[config.mk]
export PLATFORM = sky130hd
export DESIGN_NAME = aes_inv_arb
export DESIGN_NICKNAME = d
export VERILOG_FILES = /design/src/rtl/aes_inv_arb_pkg.sv /design/src/rtl/aes_inv_arb_rr_arbiter.sv /design/src/rtl/aes_inv_arb.sv
export SDC_FILE = /design/constraint.sdc
export NUM_CORES = 2
export LEC_CHECK = 0
export CAP_MARGIN = 20
export CORE_AREA = 2 2 607 609
export CTS_BUF_LIST = sky130_fd_sc_hd__clkbuf_16
export CTS_CLUSTER_SIZE = 12
export DETAILED_ROUTE_END_ITERATION = 12
export DIE_AREA = 0 0 609 611
export PLACE_DENSITY = 0.3
export SLEW_MARGIN = 20
export SYNTH_ARGS = -nofsm -noshare
export SYNTH_HDL_FRONTEND = slang
export SYNTH_SLANG_ARGS = --single-unit
[constraint.sdc]
create_clock -name clk -period 5.45 [get_ports clk]
set_input_delay 0.545 -clock clk [delete_from_list [all_inputs] [get_ports clk]]
set_output_delay 0.545 -clock clk [all_outputs]
set_load 0.01 [all_outputs]
[src/rtl/aes_inv_arb_pkg.sv]
// Shared types and constants for the AES inverse-cipher job scheduler.
package aes_inv_arb_pkg;

    localparam int unsigned AES_BLK_W = 128;
    localparam int unsigned CORE_LAT  = 12;

    typedef enum logic [2:0] {IDLE, KEY, KWAIT, LOAD, RUN, RESP} arb_state_t;

endpackage

[src/rtl/aes_inv_arb_rr_arbiter.sv]
// Rotating-priority arbiter: the search starts at the pointer, and the pointer
// moves past the winner only when the caller accepts the grant.
module rr_arbiter #(
    parameter int unsigned N = 4
) (
    input  logic                 clk,
    input  logic                 rst,
    input  logic [N-1:0]         req,
    input  logic                 advance,
    output logic [N-1:0]         gnt,
    output logic [$clog2(N)-1:0] gnt_idx
);

    localparam int unsigned IdxW = $clog2(N);

    logic [IdxW-1:0] ptr_q, ptr_d;
    logic [IdxW-1:0] cand;

    function automatic logic [IdxW-1:0] wrap_add(input logic [IdxW-1:0] base,
                                                 input int unsigned off);
        int unsigned s;
        s = int'(base) + off;
        if (s >= N) s = s - N;
        return IdxW'(s);
    endfunction

    // Scan from farthest to nearest offset so the closest requester wins.
    always_comb begin
        gnt     = '0;
        gnt_idx = '0;
        cand    = '0;
        for (int i = int'(N) - 1; i >= 0; i--) begin
            cand = wrap_add(ptr_q, unsigned'(i));
            if (req[cand]) begin
                gnt       = '0;
                gnt[cand] = 1'b1;
                gnt_idx   = cand;
            end
        end
    end

    always_comb begin
        ptr_d = ptr_q;
        if (advance) ptr_d = wrap_add(gnt_idx, 1);
    end

    always_ff @(posedge clk) begin
        if (!rst) ptr_q <= '0;
        else      ptr_q <= ptr_d;
    end

endmodule

[src/rtl/aes_inv_arb.sv]
// Shares one AES inverse-cipher core among NREQ requesters: arbitrates jobs,
// skips the key reload on a cache hit, sequences kld/ld and returns plaintext.
module aes_inv_arb
    import aes_inv_arb_pkg::*;
#(
    parameter int unsigned NREQ     = 4,
    parameter int unsigned KEY_WAIT = 12
) (
    input  logic                        clk,
    input  logic                        rst,
    input  logic [NREQ-1:0]             req_valid,
    output logic [NREQ-1:0]             req_ready,
    input  logic [NREQ*AES_BLK_W-1:0]   req_key,
    input  logic [NREQ*AES_BLK_W-1:0]   req_text,
    output logic [NREQ-1:0]             rsp_valid,
    input  logic [NREQ-1:0]             rsp_ready,
    output logic [AES_BLK_W-1:0]        rsp_data,
    output logic                        core_kld,
    output logic                        core_ld,
    output logic [AES_BLK_W-1:0]        core_key,
    output logic [AES_BLK_W-1:0]        core_text_in,
    input  logic                        core_done,
    input  logic [AES_BLK_W-1:0]        core_text_out
);

    localparam int unsigned IdxW = $clog2(NREQ);
    localparam int unsigned CntW = $clog2(KEY_WAIT);
    localparam logic [NREQ-1:0] OneHot0 = NREQ'(1);

    arb_state_t            state_q, state_d;
    logic [AES_BLK_W-1:0]  job_key_q, job_key_d;
    logic [AES_BLK_W-1:0]  job_text_q, job_text_d;
    logic [IdxW-1:0]       owner_q, owner_d;
    logic [AES_BLK_W-1:0]  key_cache_q, key_cache_d;
    logic                  key_vld_q, key_vld_d;
    logic [CntW-1:0]       cnt_q, cnt_d;
    logic [NREQ-1:0]       rsp_valid_q, rsp_valid_d;
    logic [AES_BLK_W-1:0]  rsp_data_q, rsp_data_d;
    logic                  core_kld_q, core_kld_d;
    logic                  core_ld_q, core_ld_d;

    logic [NREQ-1:0]       gnt;
    logic [IdxW-1:0]       gnt_idx;
    logic                  accept;
    logic [AES_BLK_W-1:0]  sel_key, sel_text;

    rr_arbiter #(
        .N (NREQ)
    ) u_rr_arbiter (
        .clk     (clk),
        .rst     (rst),
        .req     (req_valid),
        .advance (accept),
        .gnt     (gnt),
        .gnt_idx (gnt_idx)
    );

    // Gated by rst so nothing is offered while the block is held in reset.
    assign accept    = (state_q == IDLE) && rst && (|gnt);
    assign req_ready = accept ? gnt : '0;

    always_comb begin
        sel_key  = '0;
        sel_text = '0;
        for (int i = 0; i < int'(NREQ); i++) begin
            if (gnt[i]) begin
                sel_key  = req_key[i*AES_BLK_W +: AES_BLK_W];
                sel_text = req_text[i*AES_BLK_W +: AES_BLK_W];
            end
        end
    end

    always_comb begin
        state_d     = state_q;
        job_key_d   = job_key_q;
        job_text_d  = job_text_q;
        owner_d     = owner_q;
        key_cache_d = key_cache_q;
        key_vld_d   = key_vld_q;
        cnt_d       = cnt_q;
        rsp_valid_d = rsp_valid_q;
        rsp_data_d  = rsp_data_q;
        core_kld_d  = 1'b0;
        core_ld_d   = 1'b0;
        unique case (state_q)
            IDLE: begin
                if (accept) begin
                    job_key_d  = sel_key;
                    job_text_d = sel_text;
                    owner_d    = gnt_idx;
                    if (key_vld_q && (sel_key == key_cache_q)) begin
                        state_d   = LOAD;
                        core_ld_d = 1'b1;
                    end else begin
                        state_d    = KEY;
                        core_kld_d = 1'b1;
                    end
                end
            end
            KEY: begin
                key_cache_d = job_key_q;
                key_vld_d   = 1'b0;
                cnt_d       = CntW'(KEY_WAIT - 1);
                state_d     = KWAIT;
            end
            KWAIT: begin
                if (cnt_q == '0) begin
                    key_vld_d = 1'b1;
                    core_ld_d = 1'b1;
                    state_d   = LOAD;
                end else begin
                    cnt_d = cnt_q - 1'b1;
                end
            end
            LOAD: state_d = RUN;
            RUN: begin
                if (core_done) begin
                    rsp_data_d  = core_text_out;
                    rsp_valid_d = OneHot0 << owner_q;
                    state_d     = RESP;
                end
            end
            RESP: begin
                if (rsp_ready[owner_q]) begin
                    rsp_valid_d = '0;
                    state_d     = IDLE;
                end
            end
            default: state_d = IDLE;
        endcase
    end

    always_ff @(posedge clk) begin
        if (!rst) begin
            state_q     <= IDLE;
            job_key_q   <= '0;
            job_text_q  <= '0;
            owner_q     <= '0;
            key_cache_q <= '0;
            key_vld_q   <= 1'b0;
            cnt_q       <= '0;
            rsp_valid_q <= '0;
            rsp_data_q  <= '0;
            core_kld_q  <= 1'b0;
            core_ld_q   <= 1'b0;
        end else begin
            state_q     <= state_d;
            job_key_q   <= job_key_d;
            job_text_q  <= job_text_d;
            owner_q     <= owner_d;
            key_cache_q <= key_cache_d;
            key_vld_q   <= key_vld_d;
            cnt_q       <= cnt_d;
            rsp_valid_q <= rsp_valid_d;
            rsp_data_q  <= rsp_data_d;
            core_kld_q  <= core_kld_d;
            core_ld_q   <= core_ld_d;
        end
    end

    assign rsp_valid    = rsp_valid_q;
    assign rsp_data     = rsp_data_q;
    assign core_kld     = core_kld_q;
    assign core_ld      = core_ld_q;
    assign core_key     = job_key_q;
    assign core_text_in = job_text_q;

endmodule

==> key figures <==
Yosys
  – Compound-Gate Fraction of Synth Area: 0.3008
  – Netlist cell types: just over 80
  – Top FF cell, synth: dfxtp_1
  – Post-Syn Area per Cell: about 7.3 µm²
  – Post-synthesis simple-gate area fraction: 0.2369
  – Flops & latches, synth: 530
  – Multiplexer share of the synthesized area: 0.01187
  – Leading area contributor after synthesis: dfxtp_1
  – Yosys synthesis warning count: 0
  – Post-synth EDFFs: 0
  – Largest cells by area after synthesis: dfxtp_1 (34%), a21oi_1 (8.0%), nand2_1 (7.5%), a221oi_1 (6.3%), nor2_1 (4.9%)
  – Yosys top cell area share: 0.3437
  – Ys async rst share: 0
  – Syn_nets: around 5400
  – Adder-Cell Fraction of Synth Area: 0.003242
  – Post-synthesis xor/xnor area fraction: 0.03887
  – Cell area after synthesis: slightly above 0.03 mm²
  – Largest family of logic cells by synthesized area: compound AO/OA/AOI/OAI gates
  – Cells after synthesis: 4254
  – Post-synthesis sequential area ratio: 0.3437

Global routing
  – Grt total ovfl: 0
  – Largest net degree at the start of global routing: approximately 130
  – Initial antenna violation count: ~300
  – Number of global-route vias before repair: ~43000
  – Global-route wire length before repair: between 500000 and 600000 µm
  – GRT Util Overall: 0.2278

Floorplan
  – Full die area: between 0.3 and 0.4 mm²
  – Initial Utilization: 0.08458
  – I/O pins: ~1600
  – Row count: between 200 and 250
  – Core ar.: between 0.3 and 0.4 mm²
  – Die Y-Extent: between 600 and 700 µm
  – Die width: about 610 µm

Timing
  – Peak Freq: about 0.19 GHz
  – Final period utilization: 0.9737
  – Worst rel slew slack: 0.2746
  – Post-route minimum period: between 5 and 6 ns
  – Clock Skews: between 0.07 and 0.08 ns
  – Slew of the pin with the lowest slew margin: ~1.1 ns
  – Max Slew Vio Count: 0
  – Final hold viol count: 0
  – Finish-stage setup viols: 0
  – RSZ-0062 raised after global routing: yes

Worst setup path
  – Worst setup path class: reg -> reg
  – Worst Reg-to-Reg Cells: 18
  – Crit path DAT: approximately 6.1 ns
  – Worst-path fanout max: 21
  – CP endpoint kind: flop
  – Crit path launch type: flop
  – Worst path required time: roughly 6.2 ns

Clock network
  – Clock root buffer: clkbuf_16
  – Post-CTS Hold Buffers: 0
  – Clk buf depth: 4
  – Clk_lat worst skew: just over 0.8 ns
  – Sink Count: 530
  – H-tree Lvls: 3
  – Num CTS Buffers: 90
  – Clock transition at path regs: 0.06 ns
  – CTS tree: built

Final layout
  – Post-route cell area: roughly 0.06 mm²
  – Share of cells above drive strength 1: 0.1171
  – Fin nets: 7220
  – Fin util: 0.1608
  – Most common cell after layout, fill and taps aside: clkdlybuf4s50_1
  – Commonest cells after routing, fill and taps aside: clkdlybuf4s50_1 (1555), nand2_1 (618), dfxtp_1 (530), a21oi_1 (495), buf_4 (488)
  – Synth-to-Final Area Change: 90.16%

Routing
  – DRT iter0 DRCs: 4729
  – Via density: 4.109
  – Final WL: around 440000 µm
  – DR vias: about 45000
  – Total iterations of the first detailed-routing run: 6
  – WL per Instance: roughly 40 µm
  – DRT antenna net count: 0
  – Drt drc: 0

Pwr
  – Int Pwr: 19.47 mW
  – Net Sw Power: around 23 mW
  – Sequential share of power: 0.144
  – Logic pwr share: 0.717
  – Sw Share: 0.5444
  – LEAKAGE: 20.03 nW
  – Clock Power Share: 0.139
  – Pwr Density: 728.0 mW/mm²
  – Worst VDD drop: between 0.5 and 0.6 mV

Hold path
  – HP Class: in -> reg
  – Hold Crit Depth: 3

Place
  – Port Buf Inserts: ~1600
  – Final GP Congestion: about 0.97
  – Dpl hpwl: ~390000 µm
  – Area after DPL: between 0.05 and 0.06 mm²

Job
  – Max-Cap Viols: 0

Outcome
  – Status: complete, no violations
[power by group through the flow]
stage | Sequential [mW] | Combinational, mW | Clock, mW
2_1_floorplan | 5.83 | 12.4 | 0
3_3_place_gp | 6.22 | 30.4 | 0
3_5_place_dp | 6.23 | 30.3 | 0
4_1_cts | 6.16 | 30.7 | 6.21
5_1_grt | 6.23 | 32.2 | 6.28
6_report | 6.14 | 30.7 | 5.95
[critical path: stages, from the launching register on]
cell and delay, ns:
dfxtp_1 0.33, buf_4 0.27, mux4_2 0.67, buf_4 0.19, a21o_1 0.20, o21a_1 0.27, nor2_4 0.14, buf_12 0.19
buf_4 0.22, buf_4 0.20, a221oi_1 0.14, a2111oi_0 0.53, buf_4 0.21, o2111ai_1 0.12, nor4_1 0.55, o2111ai_4 0.27
buf_4 0.22, o31ai_1 0.25, and4b_1 0.21
[final cells by class]
type	count	area, µm²
timing repair buffer	2089	20130
clock buffer	92	2302
antenna	65	162.7
clock inverter	68	558.0
fill	41629	306300
multi-input combinational	3219	18470
tap	4816	6026
sequential	530	10610
inverter	119	454.2
[cells by family (layout without fill, tap and decap cells)]
logic type	after synthesis	in the layout
buffers and inverters	505	2368
other	0	65
AO/OA/AOI/OAI	1388	1388
XOR/XNOR	137	137
flip-flops	530	530
AND/OR/NAND/NOR	1658	1658
multiplexers	28	28
adder cells (fa/ha/maj)	8	8
[final timing paths]
path	from	end	slack (ns)
worst min register to register	rsp_data[123]$_SDFFE_PN0P_	rsp_data[123]$_SDFFE_PN0P_	0.45
worst max-delay path	u_rr_arbiter.ptr_q[0]$_SDFFE_PN0P_	state_q[1]$_SDFFE_PN0P_	0.14
worst max register to register	u_rr_arbiter.ptr_q[0]$_SDFFE_PN0P_	state_q[1]$_SDFFE_PN0P_	0.14
worst min-delay path	rst	core_text_in[42]$_SDFFE_PN0P_	0.17
[per-stage QoR]
step / cells / TNS [ns] / hold slack, ns / power, mW / setup WS [ns]
after floorplan: 4254 / 0 / 0.4363 / 18.22 / 0.8457
after CTS: 10933 / 0 / 0.06782 / 43.02 / 0.003489
after detailed placement: 10771 / -4.653 / 0.4459 / 36.58 / -1.376
after global routing: 10949 / -0.1777 / 0.1450 / 44.70 / -0.1705
final: 10998 / 0 / 0.1679 / 42.74 / 0.1433
after global placement: 10771 / -4.759 / 0.4430 / 36.64 / -1.506
[registers in the layout (all words and copies together) (netlist names), 3 cells and up]
| signal | cells |
|---|---|
| cnt_q | 4 |
| core_key | 128 |
| core_text_in | 128 |
| key_cache_q | 128 |
| rsp_data | 128 |
| rsp_valid | 4 |
| state_q | 3 |
[Yosys cell counts (37+ instances only)]
cell type and count:
a21oi_1 496, o21ai_0 192, xor2_1 82, clkbuf_1 313, o22ai_1 54, nand3_1 200
inv_1 118, dfxtp_1 530, a221oi_1 222, a211oi_1 114, nor2_1 400, a22oi_1 45
and3_1 37, buf_2 44, nand2_1 619, nor3_1 251, xnor2_1 55
[timing repair]
action | CTS | global route
setup buffers | 2 | 0
cloned | 0 | 0
pin swaps | 5 | 1
resized for setup | 18 | 4
endpoints found under the setup margin | 3 | 3
[routing by layer]
layer,wire length [µm],global-route usage,vias to the layer above
met4,17970,0.08109,136
met5,859,0,-
li1,-,-,19326
met3,36660,0.07095,707
met1,178400,0.2716,22530
met2,209300,0.3829,2488
Note: power is estimated with default switching activity, not from simulation.
